$ cat config.mk
export PLATFORM = sky130hd
export DESIGN_NAME = apu_frame_counter
export DESIGN_NICKNAME = d
export VERILOG_FILES = /design/src/rtl/apu_frame_counter.sv
export SDC_FILE = /design/constraint.sdc
export NUM_CORES = 1
export LEC_CHECK = 0
export CAP_MARGIN = 15
export CORE_AREA = 2 2 61 63
export DETAILED_ROUTE_END_ITERATION = 6
export DIE_AREA = 0 0 63 65
export HOLD_SLACK_MARGIN = 0.1
export PLACE_DENSITY = 0.75
export SLEW_MARGIN = 20
export SYNTH_ARGS = -nofsm -noshare
export SYNTH_HDL_FRONTEND = slang
export SYNTH_SLANG_ARGS = --single-unit
$ cat constraint.sdc
create_clock -name clk -period 7.4 [get_ports clk]
set_input_delay 1.11 -clock clk [delete_from_list [all_inputs] [get_ports clk]]
set_output_delay 1.11 -clock clk [all_outputs]
set_load 0.05 [all_outputs]
$ cat src/rtl/apu_frame_counter.sv
// NES APU frame sequencer: divides the CPU-cycle enable into quarter-frame
// and half-frame strobes, handles the $4017 mode/IRQ-inhibit write with its
// delayed sequencer reset, and keeps the frame IRQ flag read via $4015.
module apu_frame_counter #(
  parameter int STEP1 = 7457,
  parameter int STEP2 = 14913,
  parameter int STEP3 = 22371,
  parameter int STEP4 = 29829,
  parameter int STEP5 = 37281,
  parameter int CNT_W = 16
) (
  input  logic       clk,
  input  logic       rst,
  input  logic       cpu_ce,
  input  logic       wr_4017,
  input  logic [7:0] wr_data,
  input  logic       rd_4015,
  output logic       quarterframe,
  output logic       halfframe,
  output logic       frame_irq,
  output logic       mode,
  output logic       apu_phase
);

  localparam logic [CNT_W-1:0] S1   = CNT_W'(STEP1);
  localparam logic [CNT_W-1:0] S2   = CNT_W'(STEP2);
  localparam logic [CNT_W-1:0] S3   = CNT_W'(STEP3);
  localparam logic [CNT_W-1:0] S4   = CNT_W'(STEP4);
  localparam logic [CNT_W-1:0] S4M1 = CNT_W'(STEP4 - 1);
  localparam logic [CNT_W-1:0] S5   = CNT_W'(STEP5);

  logic [CNT_W-1:0] cyc;
  logic             inhibit;
  logic             wrapped;
  logic [2:0]       rst_cnt;

  logic             mode_eff;
  logic             inh_eff;
  logic             expire;
  logic [CNT_W-1:0] last_cyc;
  logic             at_last;
  logic             irq_set;
  logic             unused_wr_bits;

  // Only the mode and inhibit bits of the $4017 write matter here.
  assign unused_wr_bits = ^wr_data[5:0];

  // A write takes effect on its own cpu_ce, so decode against the new mode/inhibit.
  always_comb begin
    mode_eff = wr_4017 ? wr_data[7] : mode;
    inh_eff  = wr_4017 ? wr_data[6] : inhibit;
    // Countdown reaches zero on this cpu_ce unless a fresh write restarts it.
    expire   = !wr_4017 && (rst_cnt == 3'd1);
    last_cyc = mode_eff ? S5 : S4;
    // >= also recovers if a 5-step -> 4-step switch leaves cyc past the end.
    at_last  = (cyc >= last_cyc);
    irq_set  = !expire && !mode_eff && !inh_eff &&
               ((cyc == S4M1) || (cyc == S4) || ((cyc == '0) && wrapped));
  end

  // Cycle counter, wrap marker and frame strobes.
  always_ff @(posedge clk) begin
    if (rst) begin
      cyc          <= '0;
      wrapped      <= 1'b0;
      quarterframe <= 1'b0;
      halfframe    <= 1'b0;
    end else begin
      quarterframe <= 1'b0;
      halfframe    <= 1'b0;
      if (cpu_ce) begin
        if (expire) begin
          cyc          <= '0;
          wrapped      <= 1'b0;
          quarterframe <= mode;
          halfframe    <= mode;
        end else begin
          quarterframe <= (cyc == S1) || (cyc == S2) || (cyc == S3) || (cyc == last_cyc);
          halfframe    <= (cyc == S2) || (cyc == last_cyc);
          cyc          <= at_last ? '0 : cyc + CNT_W'(1);
          wrapped      <= !mode_eff && at_last;
        end
      end
    end
  end

  // $4017 control bits, delayed-reset countdown and CPU-cycle phase.
  always_ff @(posedge clk) begin
    if (rst) begin
      mode      <= 1'b0;
      inhibit   <= 1'b0;
      rst_cnt   <= 3'd0;
      apu_phase <= 1'b0;
    end else if (cpu_ce) begin
      apu_phase <= ~apu_phase;
      if (wr_4017) begin
        mode    <= wr_data[7];
        inhibit <= wr_data[6];
        rst_cnt <= apu_phase ? 3'd4 : 3'd3;
      end else if (rst_cnt != 3'd0) begin
        rst_cnt <= rst_cnt - 3'd1;
      end
    end
  end

  // Frame IRQ flag: a set in the same cycle beats a $4015 read clear.
  always_ff @(posedge clk) begin
    if (rst) begin
      frame_irq <= 1'b0;
    end else if (cpu_ce) begin
      if (irq_set) begin
        frame_irq <= 1'b1;
      end else if (rd_4015 || (wr_4017 && wr_data[6])) begin
        frame_irq <= 1'b0;
      end
    end
  end

endmodule

# Word level (Yosys, flattened, before mapping)
# Index checks and enable logic that the tools add are counted.
[op_classes] n_mul=0 shifts=0 add_sub_neg=2 n_eq_ne=7 n_div=0 magnitude_cmp=1 mux=13 n_reduce_logical=25 n_bitwise=2
[ops] op="== test 16 x 15 -> 1 bit (second input constant)" n=3
[ops] op="two-way mux 16 bit" n=3
[ops] op="adder 16 x 1 -> 16 bit (second input constant)" n=1
[ops] op="== test 16 x 13 -> 1 bit (second input constant)" n=1
[ops] op="== test 16 x 14 -> 1 bit (second input constant)" n=1
[ops] op="== test 16 bit" n=1
[ops] op="greater-or-equal comparator 16 bit" n=1
[ops] op="logical NOT 16 bit" n=1
[ops] op="two-way mux 3 bit" n=3
[ops] op="logical AND 1 bit" n=7
[ops] op="logical OR 1 bit" n=7
[ops] op="two-way mux 1 bit" n=7
[ops] op="logical NOT 1 bit" n=4
[ops] op="AND reduction 2 bit" n=2
[ops] op="nonzero test 2 bit" n=2
[ops] op="== test 3 x 1 -> 1 bit (second input constant)" n=1
[ops] op="nonzero test 3 bit" n=1
[ops] op="subtractor 3 x 1 -> 3 bit (second input constant)" n=1
[ops] op="NOT 1 bit" n=2
[ops] op="OR reduction 2 bit" n=1
[word_totals] output_inout_bits=5 rom_bits=0 n_memories=0 latch_bits=0 elab_cells=59 mem_bits_rw=0 in_bits=13 register_bits=26

# Longest topological paths before layout
[depth] word_depth=8 mapped_depth=10 depth_no_buf=8

# Worst setup path after synthesis
# No wires, ideal clock.
[synth_timing] path_type="input to register" start="in wr_4017" end="reg cyc[8]" cell_stages=9 required_ns=7.307 t_arrival_ns=3.381 path_buffers=1 slack_ns=3.926 setup_time_ns=0.093 cell_sequence="clkbuf_1 mux2i_1 inv_1 ha_1 nand4_1 nor3_1 a2111oi_4 nand2_2 o311ai_2"
[synth_via] elab_chain_cells=5 word_cells_on_any_way=7
[synth_lines] item="start, declared" line="15" source="input logic wr_4017,"
[synth_lines] item="two-way mux 1 bit"
[synth_lines] item="via mode_eff" line="37" source="logic mode_eff;"
[synth_lines] item="two-way mux 16 bit" line="54" source="last_cyc = mode_eff ? S5 : S4;"
[synth_lines] item="greater-or-equal comparator 16 bit" line="56" source="at_last = (cyc >= last_cyc);"
[synth_lines] item="two-way mux 16 bit" line="80" source="cyc <= at_last ? '0 : cyc + CNT_W'(1);"
[synth_lines] item="two-way mux 16 bit" line="72" source="if (expire) begin"
[synth_lines] item="end signal, assigned" line="80"
[synth_lines] item="end, declared" line="32" source="logic [CNT_W-1:0] cyc;"
# The timed path passes the listed nets, and every way through them passes these cells.
# A chain may end at the register's enable or synchronous reset.

# Worst setup path after layout
# Ends and elaborated chain as after synthesis.

==> Flow_metrics.wiki <==
{| class="wikitable"
! Metric !! Value
|-
| Run status || complete, no violations
|-
| Worst endpoint required time || 7.65 ns
|-
| Post-Syn Area || 1810 µm²
|-
| Most common library cell in the layout ignoring fill and taps || dfxtp_1
|-
| Wirelength, routed || 4140 µm
|-
| Setup violations, final || 0
|-
| Antenna violations before repair || 0
|-
| Largest family of logic cells by synthesized area || simple AND/OR/NAND/NOR gates
|-
| Die Y-Extent || 65 µm
|-
| Core outline area || 3500 µm²
|-
| Number of distinct library cells after synthesis || 47
|-
| Initial core utilization || 51.7%
|-
| Flop2flop setup slack || 4.14 ns
|-
| Number of design rule violations left after detail routing || 0
|-
| Via count of the first global-routing pass || 1551
|-
| Hold worst-path end || inhibit$_SDFFE_PP0P_
|-
| Yosys Warn Count || 0
|-
| Prevailing post-synth register cell || dfxtp_1
|-
| Minimum clock period after layout || 4.52 ns
|-
| Async SR Flop Fraction || 0%
|-
| Total vias in the final route || 1589
|-
| Maximum vdd drop || 77.6 µV
|-
| Share of synthesized area occupied by flip-flops and latches || 28.8%
|-
| CTS root buffer || clkbuf_4
|-
| Synthesized net count || 247
|-
| IO Count || 18
|-
| Number of nets in the finished design || 251
|-
| Leading cell types in the layout, fill and taps excluded || 26 x dfxtp_1, 25 x nand2_1, 19 x nor2_1
|-
| Average wire length per cell after detail routing || 15.3 µm
|-
| Critical Setup Path Class || in2reg
|-
| Half-perimeter wire length after detailed placement || 2990 µm
|-
| Global-route usage over all layers || 22.0%
|-
| Total clock buffers created by CTS || 3
|-
| Proportion of layout cells with a drive suffix above 1 || 6.28%
|-
| Beginning of the worst register-to-register path || mode$_SDFFE_PP0P_
|-
| CP Max Fanout || 13
|-
| Post-synthesis mux area share || 3.32%
|-
| Power density of the placed cells || 141 nW/µm²
|-
| Die Width || 63 µm
|-
| Maximum Capacitance Violations || 0
|-
| Detailed-router iteration count before antenna repair || 4
|-
| Count of pins over their slew limit || 0
|-
| Hold-fix buffer count after cts || 0
|-
| Arrival time of data at the critical path endpoint || 4.78 ns
|-
| Kind of path behind the tightest hold check || reg2reg
|-
| Worst skew pair latency || 0.33 ns
|-
| Global-route wire length before repair || 7270 µm
|-
| Number of hold-slack violations in the final timing report || 0
|-
| Area growth from synthesis to layout || 6.79%
|-
| Setup TNS Final || 0 ns
|-
| Highest clock frequency the design can meet || 221 MHz
|-
| Average footprint of a synthesized cell || 8.21 µm²
|-
| Initial DRC Count || 83
|-
| Final clock period utilization by the worst path || 61.1%
|-
| Critical R2R Capture || cyc[8]$_SDFFE_PP0P_
|-
| Max-slew headroom || 41.5%
|-
| Post-synthesis cell count || 220
|-
| Overflow left after global routing || 0
|-
| Maximum number of pins on one net before global-route repair || 16
|-
| Die area || 4100 µm²
|-
| CTS tree || yes
|-
| Number of antenna-violating nets in the routed design || 0
|-
| Worst-margin pin slew || 0.874 ns
|-
| Gpl congestion || 0.868
|-
| Critical hold path startpoint || inhibit$_SDFFE_PP0P_
|-
| Synthesis-stage register bit count || 26
|-
| Clock-pin transition on the worst setup and hold timing paths || 0.15 ns
|-
| Post-CTS Resized || 0
|-
| Kind of launch point of the worst setup path || input port
|-
| Endpoint type of the worst setup path || flip-flop
|-
| Hold Path Stages || 2
|-
| Share of the synthesized area in compound gates (AO/OA/AOI/OAI) || 19.2%
|-
| Adder and majority gate portion of the synthesized area || 9.70%
|-
| Leakage Power || 0.000669 µW
|-
| Count of flip-flops with a built-in enable after synthesis || 0
|-
| Antenna diode instance count || 0
|-
| Setup repair after global routing missed its margin || false
|-
| CTS Sinks || 26
|-
| IO Port Bufs || 11
|-
| Simple-Gate Fraction of Synth Area || 29.3%
|-
| Count of standard-cell rows || 22
|-
| Maximum count of clock buffers along a single path || 2
|-
| WHS || 0.471 ns
|-
| Xor and xnor fraction of the mapped netlist area || 1.94%
|-
| Worst-case reg-to-reg path depth || 9
|-
| Number of H-tree levels || 1
|-
| Post-CTS Setup Inserts || 0
|-
| Clock Skew || 0.00238 ns
|-
| Detailed-route vias per instance || 5.86
|}
-- through the flow --
stage	util (%)	instances	area, µm²	setup WS [ns]	total power, µW
after floorplan	-	220	1810	3.93	185
after global placement	54.2	267	1890	2.63	198
after detailed placement	54.2	267	1890	2.51	199
after CTS	55.2	271	1930	2.86	273
after global routing	55.2	271	1930	2.65	285
final	55.2	271	1930	2.88	272
-- synthesized netlist by cell type, drive strengths merged, types with 6 or more instances --
cell / number / share of area [%]
nand4: 9 / 3.5
nor2: 19 / 3.9
buf: 7 / 3.5
inv: 11 / 2.3
a21oi: 11 / 3.0
nand3: 10 / 2.8
nand2: 26 / 5.5
dfxtp: 26 / 29
mux2i: 6 / 3.3
clkbuf: 7 / 2.0
a31oi: 10 / 3.5
o21ai: 7 / 1.9
nor3: 7 / 2.2
ha: 14 / 9.7
-- critical path: stages --
cell and delay (ns):
clkdlybuf4s50_1 0.73, mux2i_1 0.66, inv_1 0.25, ha_1 0.36, nand4_1 0.15, nor3_1 0.09
a2111oi_4 0.65, buf_4 0.32, nand2_2 0.16, o311ai_2 0.29
-- how the worst max path moves through the flow --
stage | startpoint | to | slack (ns)
final | wr_4017 | cyc[8]$_SDFFE_PP0P_ | 2.88
after global routing | wr_4017 | cyc[8]$_SDFFE_PP0P_ | 2.65
after CTS | wr_4017 | cyc[8]$_SDFFE_PP0P_ | 2.86
after detailed placement | wr_4017 | cyc[8]$_SDFFE_PP0P_ | 2.51
after global placement | wr_4017 | cyc[8]$_SDFFE_PP0P_ | 2.63
after floorplan | wr_4017 | cyc[8]$_SDFFE_PP0P_ | 3.93
-- layout make-up --
cell class / instances / area (µm²)
Multi-Input combinational cell: 169 / 1150
Fill cell: 349 / 1570
Sequential cell: 26 / 520
Timing Repair Buffer: 13 / 125
Tap cell: 48 / 60.1
Inverter: 11 / 41.3
Clock buffer: 4 / 36.3
-- layer usage --
layer  vias to the layer above  track usage [%]  share of wire (%)
li1                        811                -                  -
met3                         5             2.08                3.4
met5                         -                0                  0
met1                       744             29.8                 48
met2                        29             37.4                 48
met4                         0             6.39                1.0
-- registers in the layout, indices dropped and copies added, names as in the netlist --
| signal | count |
|---|---|
| wrapped | 1 |
| frame_irq | 1 |
| cyc | 16 |
| inhibit | 1 |
| mode | 1 |
| apu_phase | 1 |
| halfframe | 1 |
| rst_cnt | 3 |
| quarterframe | 1 |
-- report_power, final --
part | total, µW | switching (µW) | internal [µW] | leakage [µW]
sequential | 148 | 3.72 | 144 | 0.000211
clock | 76.2 | 46.1 | 30.2 | 0.0000210
combinational | 48.1 | 29.1 | 19.0 | 0.000437
-- cell families after synthesis --
kind of cell,after synthesis
AND/OR/NAND/NOR,99
AO/OA/AOI/OAI,46
flip-flops,26
buffers and inverters,25
adder cells (fa/ha/maj),14
multiplexers,6
XOR/XNOR,4
(Power assumes the default switching activity.)
